<file path="src/rtl/mesh_term_src_fifo.sv">
// Per-terminal source FIFO with show-ahead head word for one mesh input port.
// Counts pushes dropped while full and latches a sticky flag on pops while empty.
module mesh_term_src_fifo #(
  parameter int pckg_sz    = 40,
  parameter int fifo_depth = 4,
  parameter int CNT_W      = 8
) (
  input  logic                               clk,
  input  logic                               reset,
  input  logic                               push,
  input  logic [pckg_sz-1:0]                 data_in,
  output logic                               full,
  output logic                               pndng,
  output logic [pckg_sz-1:0]                 data_out,
  input  logic                               popin,
  output logic [$clog2(fifo_depth+1)-1:0]    count,
  output logic [CNT_W-1:0]                   overflow_cnt,
  output logic                               underflow
);

  localparam int PTR_W = (fifo_depth > 1) ? $clog2(fifo_depth) : 1;
  localparam int CCW   = $clog2(fifo_depth + 1);

  logic [pckg_sz-1:0] mem [fifo_depth];
  logic [PTR_W-1:0]   rd_ptr;
  logic [PTR_W-1:0]   wr_ptr;
  logic [CCW-1:0]     count_q;
  logic [CCW-1:0]     count_nxt;
  logic               pndng_q;
  logic               full_q;
  logic [CNT_W-1:0]   ovf_q;
  logic               unf_q;
  logic               do_pop;
  logic               do_push;
  logic               drop;

  function automatic logic [PTR_W-1:0] ptr_inc(input logic [PTR_W-1:0] p);
    if (p == PTR_W'(fifo_depth - 1)) return '0;
    return p + PTR_W'(1);
  endfunction

  function automatic logic [CNT_W-1:0] sat_inc(input logic [CNT_W-1:0] v);
    if (v == '1) return v;
    return v + CNT_W'(1);
  endfunction

  // A pop frees a slot in the same edge, so a full FIFO can still accept a push.
  assign do_pop  = popin & pndng_q;
  assign do_push = push & (~full_q | do_pop);
  assign drop    = push & ~do_push;

  always_comb begin
    count_nxt = count_q;
    if (do_push && !do_pop)      count_nxt = count_q + CCW'(1);
    else if (do_pop && !do_push) count_nxt = count_q - CCW'(1);
  end

  // Control state; flags are registered from the next count so they carry no
  // combinational path from push or popin.
  always_ff @(posedge clk or negedge reset) begin
    if (!reset) begin
      rd_ptr  <= '0;
      wr_ptr  <= '0;
      count_q <= '0;
      pndng_q <= 1'b0;
      full_q  <= 1'b0;
      ovf_q   <= '0;
      unf_q   <= 1'b0;
    end else begin
      if (do_pop)  rd_ptr <= ptr_inc(rd_ptr);
      if (do_push) wr_ptr <= ptr_inc(wr_ptr);
      count_q <= count_nxt;
      pndng_q <= (count_nxt != '0);
      full_q  <= (count_nxt == CCW'(fifo_depth));
      if (drop) ovf_q <= sat_inc(ovf_q);
      if (popin && !pndng_q) unf_q <= 1'b1;
    end
  end

  // Storage is never cleared; reset only empties the FIFO logically.
  always_ff @(posedge clk) begin
    if (do_push) mem[wr_ptr] <= data_in;
  end

  assign data_out     = pndng_q ? mem[rd_ptr] : '0;
  assign pndng        = pndng_q;
  assign full         = full_q;
  assign count        = count_q;
  assign overflow_cnt = ovf_q;
  assign underflow    = unf_q;

endmodule
</file>
<file path="config.mk">
export PLATFORM = sky130hd
export DESIGN_NAME = mesh_term_src_fifo
export DESIGN_NICKNAME = d
export VERILOG_FILES = /design/src/rtl/mesh_term_src_fifo.sv
export SDC_FILE = /design/constraint.sdc
export NUM_CORES = 1
export LEC_CHECK = 0
export CAP_MARGIN = 20
export CORE_ASPECT_RATIO = 2
export CORE_UTILIZATION = 35
export CTS_CLUSTER_DIAMETER = 150
export CTS_CLUSTER_SIZE = 30
export DETAILED_ROUTE_END_ITERATION = 12
export PLACE_DENSITY = 0.67
export REMOVE_ABC_BUFFERS = 1
export SETUP_SLACK_MARGIN = 0.05
export SYNTH_ARGS = -nofsm -noshare
export SYNTH_HDL_FRONTEND = slang
export SYNTH_SLANG_ARGS = --single-unit
</file>
<file path="constraint.sdc">
create_clock -name clk -period 2 [get_ports clk]
set_input_delay 0.4 -clock clk [delete_from_list [all_inputs] [get_ports clk]]
set_output_delay 0.4 -clock clk [all_outputs]
set_load 0.01 [all_outputs]
</file>
==> results of run 1 <==
cell families after synthesis:
kind of cell,count (synthesis),share of synthesized area
flip-flops,178,0.744
buffers and inverters,23,0.0244
AND/OR/NAND/NOR,70,0.0579
multiplexers,42,0.132
AO/OA/AOI/OAI,14,0.0166
XOR/XNOR,9,0.0112
adder cells (fa/ha/maj),8,0.0142
sequential cells by signal, indices dropped and copies added, names as in the netlist:
register      cells
pndng             1
overflow_cnt      8
count             3
full              1
wr_ptr            2
underflow         1
rd_ptr            2
mem             160
layout by cell type, fill, tap and decap left out, drive strengths merged, types with 2 or more instances in the layout:
cell type        n
edfxtp         160
dfrtp           18
inv             15
clkinvlp         4
mux4            40
nand2            7
a21o             2
nand4            2
nor3             2
nor2b            2
o21ai            3
nor2             7
nand3            2
xor2             6
ha               8
a21oi            3
buf             72
xnor2            3
bufbuf           2
clkinv           3
clkdlybuf4s50   56
and2            44
mux2             2
clkbuf          17
path summary, 6_finish.rpt:
kind	start	endpoint	slack (ps)	depth (start not counted)
max in group asynchronous	reset	rd_ptr[0]$_DFFE_PN0P_	1470	2
worst max-delay path	rd_ptr[0]$_DFFE_PN0P_	data_out[7]	-330	5
min in group clk	underflow$_DFFE_PN0P_	underflow$_DFFE_PN0P_	460	1
worst min register to register	underflow$_DFFE_PN0P_	underflow$_DFFE_PN0P_	460	1
worst max register to register	pndng$_DFF_PN0_	mem[1][13]$_DFFE_PP_	250	6
worst min-delay path	reset	full$_DFF_PN0_	310	2
layout make-up:
class / count / area, um^2
Fill cell: 1661 / 10500
Sequential cell: 178 / 5260
Multi-Input combinational cell: 143 / 1720
Timing Repair Buffer: 131 / 1470
Clock buffer: 17 / 425
Tap cell: 262 / 328
Clock inverter: 15 / 123
Inverter: 7 / 26.3
Antenna cell: 1 / 2.50
worst max-delay path: stages (launching register included):
cell                      delay, ps
sky130_fd_sc_hd__dfrtp_2        420
sky130_fd_sc_hd__buf_6          130
sky130_fd_sc_hd__buf_12         140
sky130_fd_sc_hd__mux4_2         540
sky130_fd_sc_hd__and2_4         160
sky130_fd_sc_hd__buf_6          110
metrics by stage:
step                      setup WS (ps)  TNS, ps  total power [mW]  hold WS (ps)   util
after global placement             -237    -8960              9.89           445  0.429
after detailed placement           -258   -13250              10.0           447  0.429
after CTS                          -411   -13260              13.7           290  0.468
after floorplan                    -971  -149900              7.57           104      -
final                              -333   -10930              13.8           305  0.472
after global routing               -406   -14010              14.4           307  0.472
layer usage:
metal / global-route usage / wire (um)
met2: 0.285 / 8650
met4: 0.0719 / 411
met5: 0 / 0
met3: 0.0386 / 454
met1: 0.158 / 5210
repair_timing:
item / CTS / global route
pin swaps: 36 / 3
setup endpoints to repair: 41 / 42
setup buffers: 7 / 1
hold buffers: 0 / 0
gates resized for setup: 207 / 33
cloned: 4 / 0
power groups by stage:
stage               registers [mW]  logic (mW)  clock network, mW
finish                        5.11        5.61               3.07
global route                  5.18        5.98               3.27
CTS                           5.11        5.41               3.15
detailed placement            5.19        4.85                  0
global placement              5.13        4.76                  0
floorplan                     5.42        2.15                  0
==> impl_metrics.json, run 1 <==
{
  "gp_routability_congestion": 0.767,
  "critPathMaxFanout": 8,
  "fp.dieH_um": 203,
  "cts-root-to-sink-buffers": 2,
  "instances_no_fill": 754,
  "finClkSkew_ps": 7.46,
  "avgRoutedWirePerCell_um": 19.5,
  "ir_drop_v": 0.000784,
  "total_switching_power_mw": 4.01,
  "worst-endpoint-required_ps": 1600,
  "synth.yosys.warnings": 0,
  "post-synth-top-area-fraction": 0.680,
  "max_clock_freq_mhz": 429,
  "layout_min_cycle_time_ps": 2330,
  "worst_setup_path_end_kind": "output pin",
  "number_of_global_route_vias_before_repair": 4006,
  "area.growth.synth_to_final_pct": 32.4,
  "worst_pin_slew_ps": 303,
  "synth_top_flop_cell": "sky130_fd_sc_hd__edfxtp_1",
  "place_hpwl_um": 9370,
  "initial_utilization": 0.356,
  "nets": 530,
  "vias": 3634,
  "gr-total-overflow": 0,
  "grt_antenna_before_repair": 1,
  "synthTopCellsByCount": "160 x sky130_fd_sc_hd__edfxtp_1, 44 x sky130_fd_sc_hd__and2_1, 38 x sky130_fd_sc_hd__mux4_2",
  "drc": 0,
  "place_area_mm2": 0.00851,
  "design.portCount": 98,
  "htreeDepth": 4,
  "dr.first_iter.drc_count": 239,
  "numPlacedInstances": 710,
  "slew_viol_final": 0,
  "yosys.cell_count.top_type": "sky130_fd_sc_hd__edfxtp_1",
  "violations": "negative setup slack",
  "syn-instance-count": 344,
  "groute.usage.overall": 0.155,
  "synth_seq_cells": 178,
  "max_cap_viol_count": 0,
  "fp.dieW_um": 102,
  "slew_headroom": 0.798,
  "run_status": "complete, but fails checks",
  "synth-edff-count": 160,
  "clk-insertion-delay-late_ps": 430,
  "power.leakage_nw": 3.33,
  "clock-root-buffer": "sky130_fd_sc_hd__clkbuf_16",
  "detailedRoute.firstPassIterationCount": 4,
  "synth.top_cells.by_area": "sky130_fd_sc_hd__edfxtp_1 68%, sky130_fd_sc_hd__mux4_2 12%, sky130_fd_sc_hd__dfrtp_1 6.4%",
  "syn-cell-area_mm2": 0.00706,
  "clock_tree_from_tritoncts": "built",
  "grt_max_degree": 27,
  "p_comb_frac": 0.407,
  "total_non_filler_cell_area_in_the_finished_layout_mm2": 0.00936,
  "via_per_inst": 4.82,
  "drtAntennaViolNets": 0,
  "synth_async_sr_flop_share": 0.101,
  "clock_sink_count": 178,
  "final_layout_size_suffix_gt1_frac": 0.391,
  "port_buffers": 97,
  "share_clk_of_total_power": 0.223,
  "power.switching_fraction": 0.291,
  "core.rowCount": 73,
  "synth.yosys.seq_area_share": 0.744,
  "powerDensity_mw_per_mm2": 1470,
  "worstHoldPathType": "in -> async",
  "synth.lib_cells_used.distinct": 34,
  "critPathLaunchType": "flop",
  "finalSetupViolations": 40,
  "cts_buffers": 17,
  "worst_path_setup_slack_after_routing_ps": -333,
  "die_area_mm2": 0.0208,
  "totalWireLength_um": 14700,
  "intPower_mw": 9.78,
  "clk_pin_slew_ps": 70,
  "post_synth.cell_area_avg_um2": 20.5,
  "path_class": "reg -> out",
  "fin_crit_sh": 1.17,
  "critical_path_arrival_ps": 1930,
  "first_pass_grt_wire_length_um": 22600,
  "grt_setup_unrepaired": "yes",
  "library_cell_occupying_the_most_area_in_the_post_synthesis_netlist": "sky130_fd_sc_hd__edfxtp_1",
  "coreArea_mm2": 0.0198,
  "power.sequential.fraction": 0.370,
  "final_hold_viol_count": 0
}
Note: power is estimated with default switching activity, not from simulation.
==> run 2, diff against run 1 <==
--- a/config.mk
+++ b/config.mk
@@ -14,6 +14,7 @@
 export PLACE_DENSITY = 0.67
 export REMOVE_ABC_BUFFERS = 1
 export SETUP_SLACK_MARGIN = 0.05
+export SKIP_CTS_REPAIR_TIMING = 1
 export SYNTH_ARGS = -nofsm -noshare
 export SYNTH_HDL_FRONTEND = slang
 export SYNTH_SLANG_ARGS = --single-unit
==> impl_metrics.json, run 2 (synthesized netlist as in run 1, its figures left out) <==
{
  "run_status": "complete, but fails checks",
  "violations": "negative setup slack",
  "intPower_mw": 9.87,
  "design.portCount": 98,
  "inserted_diodes": 0,
  "number_of_global_route_vias_before_repair": 3921,
  "power.sequential.fraction": 0.368,
  "grt_max_degree": 42,
  "gp_routability_congestion": 0.767,
  "max_clock_freq_mhz": 405,
  "powerDensity_mw_per_mm2": 1470,
  "port_buffers": 97,
  "clk_pin_slew_ps": 70,
  "grt_setup_unrepaired": "yes",
  "groute.usage.overall": 0.146,
  "worstHoldPathType": "in -> async",
  "hold-worst-slack_ps": 301,
  "slew_viol_final": 0,
  "busiest_layer_in_global_routing": "met2",
  "via_per_inst": 4.78,
  "multiInputGateArea_mm2": 0.00171,
  "layout_min_cycle_time_ps": 2470,
  "detailedRoute.firstPassIterationCount": 4,
  "design_power_total_mw": 13.9,
  "path_class": "reg -> out",
  "initial_utilization": 0.356,
  "core.rowCount": 73,
  "worst-endpoint-required_ps": 1600,
  "coreArea_mm2": 0.0198,
  "grt_antenna_before_repair": 0,
  "htreeDepth": 4,
  "worst_pin_slew_ps": 304,
  "finalSetupViolations": 40,
  "first_pass_grt_wire_length_um": 21400,
  "dr.first_iter.drc_count": 191,
  "setup-tns-final_ps": -15320,
  "numPlacedInstances": 710,
  "nets": 544,
  "largest_register_ffs": 160,
  "clock-root-buffer": "sky130_fd_sc_hd__clkbuf_16",
  "avgRoutedWirePerCell_um": 19.1,
  "share_clk_of_total_power": 0.221,
  "worst_path_setup_slack_after_routing_ps": -466,
  "mostFrequentLayoutCell": "sky130_fd_sc_hd__edfxtp_1",
  "ir_drop_v": 0.000784,
  "slew_headroom": 0.798,
  "fin_crit_sh": 1.23,
  "top_register": "mem",
  "clk-insertion-delay-late_ps": 430,
  "drtAntennaViolNets": 0,
  "vias": 3668,
  "globalRouteMet1Util": 0.150,
  "die_area_mm2": 0.0208,
  "max_cap_viol_count": 0,
  "worst_setup_path_end_kind": "output pin",
  "critical_path_arrival_ps": 2070,
  "finClkSkew_ps": 8.34,
  "critPathMaxFanout": 6,
  "startpoint": "rd_ptr[0]$_DFFE_PN0P_",
  "fp.dieW_um": 102,
  "total_switching_power_mw": 4.05,
  "cts-root-to-sink-buffers": 2,
  "gr-usage-met2": 0.265,
  "fillCellCount": 1652,
  "place_hpwl_um": 9370,
  "final_hold_viol_count": 0,
  "fp.dieH_um": 203,
  "critPathLaunchType": "flop",
  "drc": 0,
  "regArea_mm2": 0.00526,
  "cts_buffers": 17,
  "instances_no_fill": 767,
  "power.leakage_nw": 3.41,
  "final_layout_size_suffix_gt1_frac": 0.390,
  "globalRouteMet3Util": 0.0382,
  "area.growth.synth_to_final_pct": 33.8,
  "gr-total-overflow": 0,
  "clock_sink_count": 178,
  "reg2reg_launch_point": "count[0]$_DFF_PN0_",
  "totalWireLength_um": 14700,
  "commonest_cells_after_routing_fill_and_taps_aside": "160 x sky130_fd_sc_hd__edfxtp_1, 56 x sky130_fd_sc_hd__clkdlybuf4s50_1, 44 x sky130_fd_sc_hd__buf_6",
  "power.switching_fraction": 0.291,
  "clock_tree_from_tritoncts": "built",
  "p_comb_frac": 0.411
}
[run 2: cell type report]
type,count,area share
Sequential cell,178,0.557
Multi-Input combinational cell,143,0.181
Timing Repair Buffer,145,0.167
Clock buffer,17,0.0450
Tap cell,262,0.0347
Clock inverter,15,0.0130
Inverter,7,0.00278
[run 2: path summary, 6_finish.rpt]
kind	endpoint	slack (ps)	cells past startpoint
max	data_out[31]	-470	5
max in group asynchronous	rd_ptr[0]$_DFFE_PN0P_	1470	2
min	full$_DFF_PN0_	300	2
max reg2reg	full$_DFF_PN0_	280	6
min in group clk	underflow$_DFFE_PN0P_	460	1
min reg2reg	underflow$_DFFE_PN0P_	460	1
[run 2: power by group through the flow]
stage	Sequential, mW	Combinational (mW)	Clock, mW
2_1_floorplan	5.42	2.15	0
3_3_place_gp	5.13	4.76	0
3_5_place_dp	5.19	4.85	0
4_1_cts	5.11	4.85	3.15
5_1_grt	5.19	6.10	3.26
6_report	5.12	5.72	3.08
[run 2: critical path, stage by stage (launching register included)]
cell and delay [ps]:
sky130_fd_sc_hd__dfrtp_2 500, sky130_fd_sc_hd__buf_4 150, sky130_fd_sc_hd__buf_4 140, sky130_fd_sc_hd__mux4_1 530, sky130_fd_sc_hd__and2_1 160, sky130_fd_sc_hd__dlymetal6s2s_1 160
[run 2: metrics by stage]
step | util | instance area, um^2 | setup WS [ps]
detailed placement | 0.429 | 8510 | -258
global route | 0.477 | 9450 | -537
finish | 0.477 | 9450 | -466
global placement | 0.429 | 8510 | -237
CTS | 0.457 | 9060 | -737
floorplan | - | 6920 | -971
[run 2: routing by layer]
layer	up-vias	wire, um
li1	1650	-
met2	90	8540
met1	1899	5210
met5	-	0
met4	0	428
met3	29	503
==> run 3, diff against run 2 <==
--- a/config.mk
+++ b/config.mk
@@ -11,9 +11,8 @@
 export CTS_CLUSTER_DIAMETER = 150
 export CTS_CLUSTER_SIZE = 30
 export DETAILED_ROUTE_END_ITERATION = 12
-export PLACE_DENSITY = 0.67
+export PLACE_DENSITY = 0.65
 export REMOVE_ABC_BUFFERS = 1
-export SETUP_SLACK_MARGIN = 0.05
 export SKIP_CTS_REPAIR_TIMING = 1
 export SYNTH_ARGS = -nofsm -noshare
 export SYNTH_HDL_FRONTEND = slang
==> impl_metrics.json, run 3 (synthesized netlist as in run 1, its figures left out) <==
{
  "max_clock_freq_mhz": 378,
  "power.leakage_nw": 3.19,
  "avgRoutedWirePerCell_um": 18.8,
  "worst-endpoint-required_ps": 1600,
  "run_status": "complete, but fails checks",
  "critical_path_arrival_ps": 2250,
  "critPathMaxFanout": 6,
  "critical_path.cell_chain": "buf_4 -> mux4_1 -> and2_1 -> clkdlybuf4s50_1",
  "powerDensity_mw_per_mm2": 1430,
  "vias": 3506,
  "top_register": "mem",
  "dr.first_iter.drc_count": 180,
  "dp_slack_ps": -224,
  "htreeDepth": 4,
  "hold-worst-slack_ps": 305,
  "slew_headroom": 0.814,
  "port_buffers": 97,
  "detailedRoute.firstPassIterationCount": 4,
  "clock-root-buffer": "sky130_fd_sc_hd__clkbuf_16",
  "cts-root-to-sink-buffers": 2,
  "drc": 0,
  "groute.usage.overall": 0.146,
  "clock_sink_count": 178,
  "gr-total-overflow": 0,
  "worst_path_setup_slack_after_routing_ps": -647,
  "slowest_library_cell_on_the_worst_path": "sky130_fd_sc_hd__mux4_1",
  "number_of_global_route_vias_before_repair": 3851,
  "worstHoldPathType": "in -> async",
  "largest_register_ffs": 160,
  "grt_max_degree": 42,
  "die_area_mm2": 0.0208,
  "clk-insertion-delay-late_ps": 430,
  "mostFrequentLayoutCell": "sky130_fd_sc_hd__edfxtp_1",
  "critPathLaunchType": "flop",
  "clk_pin_slew_ps": 60,
  "grt_setup_unrepaired": "yes",
  "fp.dieW_um": 102,
  "place_hpwl_um": 9310,
  "worst_pin_slew_ps": 277,
  "slew_viol_final": 0,
  "nets": 523,
  "design.portCount": 98,
  "max_cap_viol_count": 0,
  "first_pass_grt_wire_length_um": 21500,
  "drtAntennaViolNets": 0,
  "slowest_delay_ps": 550,
  "commonest_cells_after_routing_fill_and_taps_aside": "160 x sky130_fd_sc_hd__edfxtp_1, 68 x sky130_fd_sc_hd__clkdlybuf4s50_1, 38 x sky130_fd_sc_hd__mux4_2",
  "fin_crit_sh": 1.32,
  "core.rowCount": 73,
  "area.growth.synth_to_final_pct": 29.0,
  "final_hold_viol_count": 0,
  "via_per_inst": 4.71,
  "finClkSkew_ps": 7.37,
  "fillCellCount": 1712,
  "grt_antenna_before_repair": 0,
  "violations": "negative setup slack",
  "totalWireLength_um": 14000,
  "gp_routability_congestion": 0.704,
  "ir_drop_v": 0.000669,
  "layout_min_cycle_time_ps": 2650,
  "fp.dieH_um": 203,
  "worst_setup_path_end_kind": "output pin",
  "final_layout_size_suffix_gt1_frac": 0.302,
  "finish.utilization": 0.460,
  "design_power_total_mw": 13.0,
  "initial_utilization": 0.356,
  "path_class": "reg -> out",
  "finalSetupViolations": 40,
  "cts_buffers": 17,
  "inserted_diodes": 0,
  "coreArea_mm2": 0.0198,
  "clock_tree_from_tritoncts": "built"
}
run 3: final cells by class:
class / count / area [um^2] / share of cell area
Clock buffer: 19 / 433 / 0.0475
Clock inverter: 12 / 141 / 0.0155
Inverter: 7 / 26.3 / 0.00288
Multi-Input combinational cell: 143 / 1680 / 0.184
Sequential cell: 178 / 5260 / 0.577
Tap cell: 262 / 328 / 0.0360
Timing Repair Buffer: 124 / 1250 / 0.137
run 3: worst max-delay path, delay by kind of cell (launching register included):
family / cells / cell delay (ps)
buf+inv: 2 / 670
mux: 1 / 550
flops: 1 / 430
simple gates: 1 / 170
run 3: final timing paths:
kind	start	end	slack [ps]	cells after the start
min in group clk	underflow$_DFFE_PN0P_	underflow$_DFFE_PN0P_	480	1
min reg2reg	underflow$_DFFE_PN0P_	underflow$_DFFE_PN0P_	480	1
min	reset	full$_DFF_PN0_	300	2
max	rd_ptr[0]$_DFFE_PN0P_	data_out[31]	-650	4
max reg2reg	pndng$_DFF_PN0_	mem[2][0]$_DFFE_PP_	290	6
max in group asynchronous	reset	rd_ptr[1]$_DFFE_PN0P_	1460	2
run 3: metal layers:
layer / up-vias / wire (um) / track usage
met3: 14 / 557 / 0.0423
met5: - / 0 / 0
met1: 1809 / 5030 / 0.149
met2: 77 / 8190 / 0.268
met4: 0 / 249 / 0.0592
li1: 1606 / - / -
run 3: where the power goes:
part	switching [mW]	internal [mW]	leakage (nW)	total, mW
Sequential	0.275	4.83	1.69	5.11
Clock	1.30	1.94	0.267	3.24
Combinational	2.06	2.60	1.23	4.66
Total	3.64	9.37	3.19	13.0
run 3: metrics by stage:
step	setup TNS, ps	std cells	instance area [um^2]
floorplan	-149900	328	6920
global placement	-11710	713	8610
detailed placement	-11590	713	8610
CTS	-26160	744	9180
global route	-17890	745	9110
finish	-14640	745	9110
